==> config.mk <==
export PLATFORM = sky130hd
export DESIGN_NAME = pulse_meas_arbiter_flat
export DESIGN_NICKNAME = d
export VERILOG_FILES = /design/src/rtl/pulse_meas_arbiter_if.sv /design/src/rtl/pulse_meas_arbiter.sv /design/src/flat_wrapper.sv
export SDC_FILE = /design/constraint.sdc
export NUM_CORES = 1
export LEC_CHECK = 0
export ABC_CLOCK_PERIOD_IN_PS = 2200
export CORE_MARGIN = 5
export CORE_UTILIZATION = 53
export CTS_BUF_LIST = sky130_fd_sc_hd__clkbuf_8 sky130_fd_sc_hd__clkbuf_16
export DETAILED_ROUTE_END_ITERATION = 12
export PLACE_DENSITY = 0.91
export SLEW_MARGIN = 15
export SYNTH_ARGS = -nofsm -noshare
export SYNTH_HDL_FRONTEND = slang
export SYNTH_SLANG_ARGS = --single-unit
export TNS_END_PERCENT = 1
==> constraint.sdc <==
create_clock -name SYS_CLK -period 2.2 [get_ports SYS_CLK]
set_input_delay 0.44 -clock SYS_CLK [delete_from_list [all_inputs] [get_ports SYS_CLK]]
set_output_delay 0.44 -clock SYS_CLK [all_outputs]
set_load 0.05 [all_outputs]
==> src/rtl/pulse_meas_arbiter_if.sv <==
// Channel-side bundle of the pulse measurement arbiter: per-channel requests and
// pulses in, shared-counter controls and status out.
interface pulse_meas_arbiter_if #(
  parameter int NCH = 4
);
  localparam int SEL_W = (NCH > 1) ? $clog2(NCH) : 1;

  logic [NCH-1:0]   REQ;
  logic [NCH-1:0]   PULSE_A;
  logic [NCH-1:0]   PULSE_B;
  logic             INC;
  logic             SCLR;
  logic             LOAD;
  logic [NCH-1:0]   GRANT;
  logic [SEL_W-1:0] LOAD_SEL;
  logic             DONE;
  logic             TMO_ERR;
  logic             BUSY;

  modport master (
    input  REQ, PULSE_A, PULSE_B,
    output INC, SCLR, LOAD, GRANT, LOAD_SEL, DONE, TMO_ERR, BUSY
  );

  modport slave (
    output REQ, PULSE_A, PULSE_B,
    input  INC, SCLR, LOAD, GRANT, LOAD_SEL, DONE, TMO_ERR, BUSY
  );
endinterface

==> src/rtl/pulse_meas_arbiter.sv <==
// Round-robin owner of one shared interval counter: grants a channel, clears the
// counter, counts from start pulse to stop pulse, then loads or aborts on watchdog.
module pulse_meas_arbiter #(
  parameter int NCH         = 4,
  parameter int TMO_W       = 16,
  parameter int TIMEOUT_CYC = 1000
) (
  input  logic                  SYS_CLK,
  input  logic                  A_RESET_N,
  pulse_meas_arbiter_if.master  bus
);
  localparam int SEL_W = (NCH > 1) ? $clog2(NCH) : 1;

  localparam logic [2:0] S_IDLE   = 3'd0;
  localparam logic [2:0] S_CLR    = 3'd1;
  localparam logic [2:0] S_WAIT_A = 3'd2;
  localparam logic [2:0] S_ARMED  = 3'd3;
  localparam logic [2:0] S_RUN    = 3'd4;
  localparam logic [2:0] S_LOAD   = 3'd5;
  localparam logic [2:0] S_ABORT  = 3'd6;

  logic [2:0]       state_q, state_d;
  logic [SEL_W-1:0] gnt_q, gnt_d;
  logic [SEL_W-1:0] start_q, start_d;
  logic [TMO_W-1:0] wd_q, wd_d;
  logic [SEL_W-1:0] win;
  logic             found;
  logic             pa, pb, expire;
  logic [SEL_W-1:0] gnt_next;

  // Scan channels starting at the slot after the last owner.
  always_comb begin
    win   = '0;
    found = 1'b0;
    for (int i = 0; i < NCH; i++) begin : scan
      int j;
      j = int'(start_q) + i;
      if (j >= NCH) j = j - NCH;
      if (!found && bus.REQ[j]) begin
        found = 1'b1;
        win   = SEL_W'(j);
      end
    end
  end

  assign pa       = bus.PULSE_A[gnt_q];
  assign pb       = bus.PULSE_B[gnt_q];
  assign expire   = (wd_q == TMO_W'(TIMEOUT_CYC - 1));
  assign gnt_next = (gnt_q == SEL_W'(NCH - 1)) ? '0 : gnt_q + 1'b1;

  always_comb begin
    state_d = state_q;
    gnt_d   = gnt_q;
    start_d = start_q;
    wd_d    = wd_q;
    case (state_q)
      S_IDLE: if (found) begin
        gnt_d   = win;
        state_d = S_CLR;
      end
      S_CLR: begin
        wd_d    = '0;
        state_d = S_WAIT_A;
      end
      S_WAIT_A: begin
        wd_d = wd_q + 1'b1;
        if (expire)  state_d = S_ABORT;
        else if (pa) state_d = S_ARMED;
      end
      S_ARMED: begin
        wd_d = wd_q + 1'b1;
        if (expire)   state_d = S_ABORT;
        else if (!pa) state_d = S_RUN;
      end
      S_RUN: begin
        wd_d = wd_q + 1'b1;
        // A stop pulse coinciding with expiry still counts as a measurement.
        if (pb)          state_d = S_LOAD;
        else if (expire) state_d = S_ABORT;
      end
      S_LOAD, S_ABORT: begin
        start_d = gnt_next;
        state_d = S_IDLE;
      end
      default: state_d = S_IDLE;
    endcase
  end

  always_ff @(posedge SYS_CLK or negedge A_RESET_N) begin
    if (!A_RESET_N) begin
      state_q <= S_IDLE;
      gnt_q   <= '0;
      start_q <= '0;
      wd_q    <= '0;
    end else begin
      state_q <= state_d;
      gnt_q   <= gnt_d;
      start_q <= start_d;
      wd_q    <= wd_d;
    end
  end

  assign bus.BUSY     = (state_q != S_IDLE);
  assign bus.SCLR     = (state_q == S_CLR);
  assign bus.INC      = (state_q == S_ARMED) || (state_q == S_RUN);
  assign bus.LOAD     = (state_q == S_LOAD);
  assign bus.DONE     = (state_q == S_LOAD);
  assign bus.TMO_ERR  = (state_q == S_ABORT);
  assign bus.GRANT    = bus.BUSY ? (NCH'(1) << gnt_q) : '0;
  assign bus.LOAD_SEL = bus.BUSY ? gnt_q : '0;
endmodule

==> src/flat_wrapper.sv <==
// flat-port wrapper written by rule: the top's interface ports become plain ports
module pulse_meas_arbiter_flat 
#(
  parameter int NCH         = 4,
  parameter int TMO_W       = 16,
  parameter int TIMEOUT_CYC = 1000
)
  (SYS_CLK, A_RESET_N, bus_REQ, bus_PULSE_A, bus_PULSE_B, bus_INC, bus_SCLR, bus_LOAD, bus_GRANT, bus_LOAD_SEL, bus_DONE, bus_TMO_ERR, bus_BUSY);
  pulse_meas_arbiter_if #(.NCH(NCH)) bus_i ();
  input  logic SYS_CLK;
  input  logic A_RESET_N;
  input wire logic [$bits(bus_i.REQ)-1:0] bus_REQ;
  input wire logic [$bits(bus_i.PULSE_A)-1:0] bus_PULSE_A;
  input wire logic [$bits(bus_i.PULSE_B)-1:0] bus_PULSE_B;
  output wire logic [$bits(bus_i.INC)-1:0] bus_INC;
  output wire logic [$bits(bus_i.SCLR)-1:0] bus_SCLR;
  output wire logic [$bits(bus_i.LOAD)-1:0] bus_LOAD;
  output wire logic [$bits(bus_i.GRANT)-1:0] bus_GRANT;
  output wire logic [$bits(bus_i.LOAD_SEL)-1:0] bus_LOAD_SEL;
  output wire logic [$bits(bus_i.DONE)-1:0] bus_DONE;
  output wire logic [$bits(bus_i.TMO_ERR)-1:0] bus_TMO_ERR;
  output wire logic [$bits(bus_i.BUSY)-1:0] bus_BUSY;
  assign bus_i.REQ = bus_REQ;
  assign bus_i.PULSE_A = bus_PULSE_A;
  assign bus_i.PULSE_B = bus_PULSE_B;
  assign bus_INC = bus_i.INC;
  assign bus_SCLR = bus_i.SCLR;
  assign bus_LOAD = bus_i.LOAD;
  assign bus_GRANT = bus_i.GRANT;
  assign bus_LOAD_SEL = bus_i.LOAD_SEL;
  assign bus_DONE = bus_i.DONE;
  assign bus_TMO_ERR = bus_i.TMO_ERR;
  assign bus_BUSY = bus_i.BUSY;
  pulse_meas_arbiter #(.NCH(NCH), .TMO_W(TMO_W), .TIMEOUT_CYC(TIMEOUT_CYC)) u_core (.SYS_CLK(SYS_CLK), .A_RESET_N(A_RESET_N), .bus(bus_i));
endmodule
==> results_dict.tcl <==
set metrics [dict create \
    report.final.hold_viol_count 0 \
    drt-pass1-iter-count 4 \
    synthesized_netlist_net_count 202 \
    ctsLongestPathBuffers 2 \
    yosys_warnings 0 \
    finalWeightedCongestion 0.766 \
    synthSimpleGateAreaFrac_pct 26.6 \
    total_clock_buffers_created_by_cts 3 \
    worstRegToRegCells 5 \
    min_period_ns 2.13 \
    worstPathMaxFanout 12 \
    clk_pin_slew_ns 0.08 \
    min_path_type "in2async" \
    wl_per_cell_um 16.0 \
    synth_largest_area_cell "dfrtp_1" \
    yosys.area_share.adder_pct 3.99 \
    slowest_delay_ns 0.50 \
    number_of_enable_type_register_cells_in_the_synthesized_netlist 0 \
    fin_nets 235 \
    cts_tree "built" \
    clkSinkCount 23 \
    design.portCount 26 \
    place.detailed.instances 242 \
    synth.top_cell.area_share_pct 36.7 \
    cts_post_setup_buffers_inserted 0 \
    path_cells "nor3_1 -> inv_2 -> and2_1 -> buf_4" \
    floorplan.core_area_mm2 0.00281 \
    post_route_clock_skew_ns 0.00111 \
    place.detailed.hpwl_mm 2.83 \
    vias_in_the_first_global_route 1493 \
    netlist_instances 183 \
    post-route-drc-count 0 \
    drt_first_iter_violations 112 \
    grt_first_pass_wirelength_mm 6.84 \
    final_min_period_over_clock_period_pct 97.0 \
    ir_worst_vdd_uv 946 \
    post_synth_instance_area_mm2 0.00157 \
    ys_dominant_reg_cell "dfrtp_1" \
    slew_of_the_pin_with_the_lowest_slew_margin_ns 0.430 \
    initial_utilization_pct 55.8 \
    finalPower_mw 2.35 \
    synth_top_family_by_area "simple AND/OR/NAND/NOR gates" \
    die_w_um 64.4 \
    synthArstFlopShare_pct 100 \
    grt_setup_unrepaired "true" \
    clk-insertion-delay-late_ns 0.27 \
    cell_types_with_the_largest_area_share_after_synthesis "dfrtp_1 37%, nand2_1 4.8%, o21ai_0 4.5%" \
    fmax_mhz 469 \
    via_count 1480 \
    cp-end-kind "primary output" \
    grt_antenna_before_repair 0 \
    worstPathRequired_ns 1.76 \
    timing.max_slew.rel_slack_pct 71.1 \
    startpoint_of_the_worst_register_to_register_path "u_core.wd_q[9]$_DFFE_PN0P_" \
    ys_ff_latch 23 \
    capture_instance_of_the_worst_register_to_register_path "u_core.state_q[0]$_DFFE_PN0P_" \
    track_usage_pct 20.7 \
    yosys.area_share.xor_xnor_pct 6.15 \
    maxCapViolations 0 \
    post_route_cells_drive_above_1_share_pct 20.0 \
    worst_ep_arrival_time_ns 1.69 \
    worstSetupPathType "reg2out" \
    status "complete, no violations" \
    maximum_number_of_pins_on_one_net_before_global_route_repair 24 \
    timing_max_transition_violations_final 0 \
    grt.overflow.total 0 \
    areaGrowthSynthToFinish_pct 27.7 \
    finalSetupViolations 0 \
    via_per_inst 6.02 \
    buffer_ports.inserted 25 \
    post_synth_num_cell_types 43 \
    design.die.area_mm2 0.00414 \
    routed_wl_mm 3.94 \
    critical_path.startpoint_type "register" \
    cts.htree.levels 1 \
    postSynthAreaPerCell_um2 8.56 \
    die_h_um 64.4 \
    r2r_setup_slack_ns 0.09 \
    antennaDiodeCount 0 \
    clock-root-buffer "clkbuf_8" \
    timing.critical_path.slowest_stage_cell "dfrtp_1" \
    register_area_share_after_synthesis_pct 36.7 \
    layout.cells.non_filler 246 \
    power_per_cell_area_mw_per_mm2 1170 \
    synth-compound-area-share_pct 14.0 \
    p_leak_nw 0.850 \
    floorplan.rows 19 \
    post_synth_mux_area_share_pct 7.67 \
    ant_nets 0 \
]
==> per-stage QoR <==
stage / TNS [ns] / setup WS [ns] / utilization [%] / instance area (µm²) / hold WS, ns
global route: -0.0359 / -0.0249 / 71.3 / 2000 / 0.555
detailed placement: -0.192 / -0.192 / 69.4 / 1950 / 0.531
floorplan: -0.748 / -0.191 / - / 1570 / 0.144
global placement: -0.130 / -0.130 / 69.4 / 1950 / 0.517
finish: 0 / 0.0661 / 71.3 / 2000 / 0.521
CTS: 0 / 0.0396 / 71.1 / 1990 / 0.535
==> layout make-up <==
cell class                 count  area, µm²
timing repair buffer          38        380
clock inverter                 1       5.00
tap                           31       38.8
multi-input combinational    141        926
inverter                       9       33.8
fill                         203        805
sequential                    23        576
clock buffer                   3       41.3
==> layout by cell type, fill, tap and decap left out, types with 8 or more instances in the layout <==
cell type / instances
a21oi_1: 10
buf_4: 20
clkdlybuf4s50_1: 13
dfrtp_1: 23
inv_1: 8
nand2_1: 20
nor2_1: 17
o21ai_0: 13
==> synthesized netlist by cell type (2+ instances only) <==
master and number:
nand3_1 5, dfrtp_1 23, a31oi_1 2, nand4_1 2, nor2b_1 2, nor3_1 6
clkbuf_1 8, and3_1 2, nor4_1 2, or3_1 4, o21ai_0 14, mux2i_1 3
a21oi_1 10, mux2_2 5, ha_1 5, xor2_1 5, xnor2_1 6, nand2_1 20
and2_1 6, nor2_1 17, inv_1 9, o22ai_1 3, nor3b_1 2, nand2b_1 3
==> registers in the layout (all words and copies together), names as in the netlist <==
register and flops:
u_core.wd_q 16, u_core.state_q 3, u_core.gnt_q 2, u_core.start_q 2
==> critical path, delay by kind of cell, from the launching register on <==
kind,cells,cell delay [ns]
simple gates,2,0.55
flops,1,0.50
buf+inv,2,0.37
==> timing repair <==
action | in CTS | in global routing
resized for setup | 0 | 3
setup endpoints to repair | 0 | 9
hold buffers | 0 | 0
==> kinds of logic (layout without fill, tap and decap cells) <==
family,count (synthesis),in the layout
flip-flops,23,23
AO/OA/AOI/OAI,37,37
XOR/XNOR,11,11
buffers and inverters,19,51
AND/OR/NAND/NOR,78,78
adder cells (fa/ha/maj),5,5
multiplexers,10,10
==> where the power goes <==
part | internal, mW | switching (mW) | leakage, nW
logic | 0.595 | 0.838 | 0.518
registers | 0.512 | 0.133 | 0.306
clock network | 0.127 | 0.145 | 0.0255
==> routing by layer <==
metal,global-route usage (%),vias to the layer above,share of wire [%]
li1,-,707,-
met5,0,-,0
met4,7.65,0,1.8
met3,2.28,7,4.2
met2,35.1,46,51
met1,27.2,720,43
==> how the worst max path moves through the flow <==
stage                                    endpoint  cells after the start                          start
CTS                                  bus_GRANT[2]                      4  u_core.state_q[0]$_DFFE_PN0P_
global route        u_core.state_q[0]$_DFFE_PN0P_                      5     u_core.wd_q[9]$_DFFE_PN0P_
floorplan                                 bus_INC                      3  u_core.state_q[2]$_DFFE_PN0P_
detailed placement  u_core.state_q[0]$_DFFE_PN0P_                      6                 bus_PULSE_A[2]
finish                               bus_GRANT[1]                      4  u_core.state_q[0]$_DFFE_PN0P_
global placement    u_core.state_q[0]$_DFFE_PN0P_                      6                 bus_PULSE_A[3]
Power figures use the tool's default switching activity.
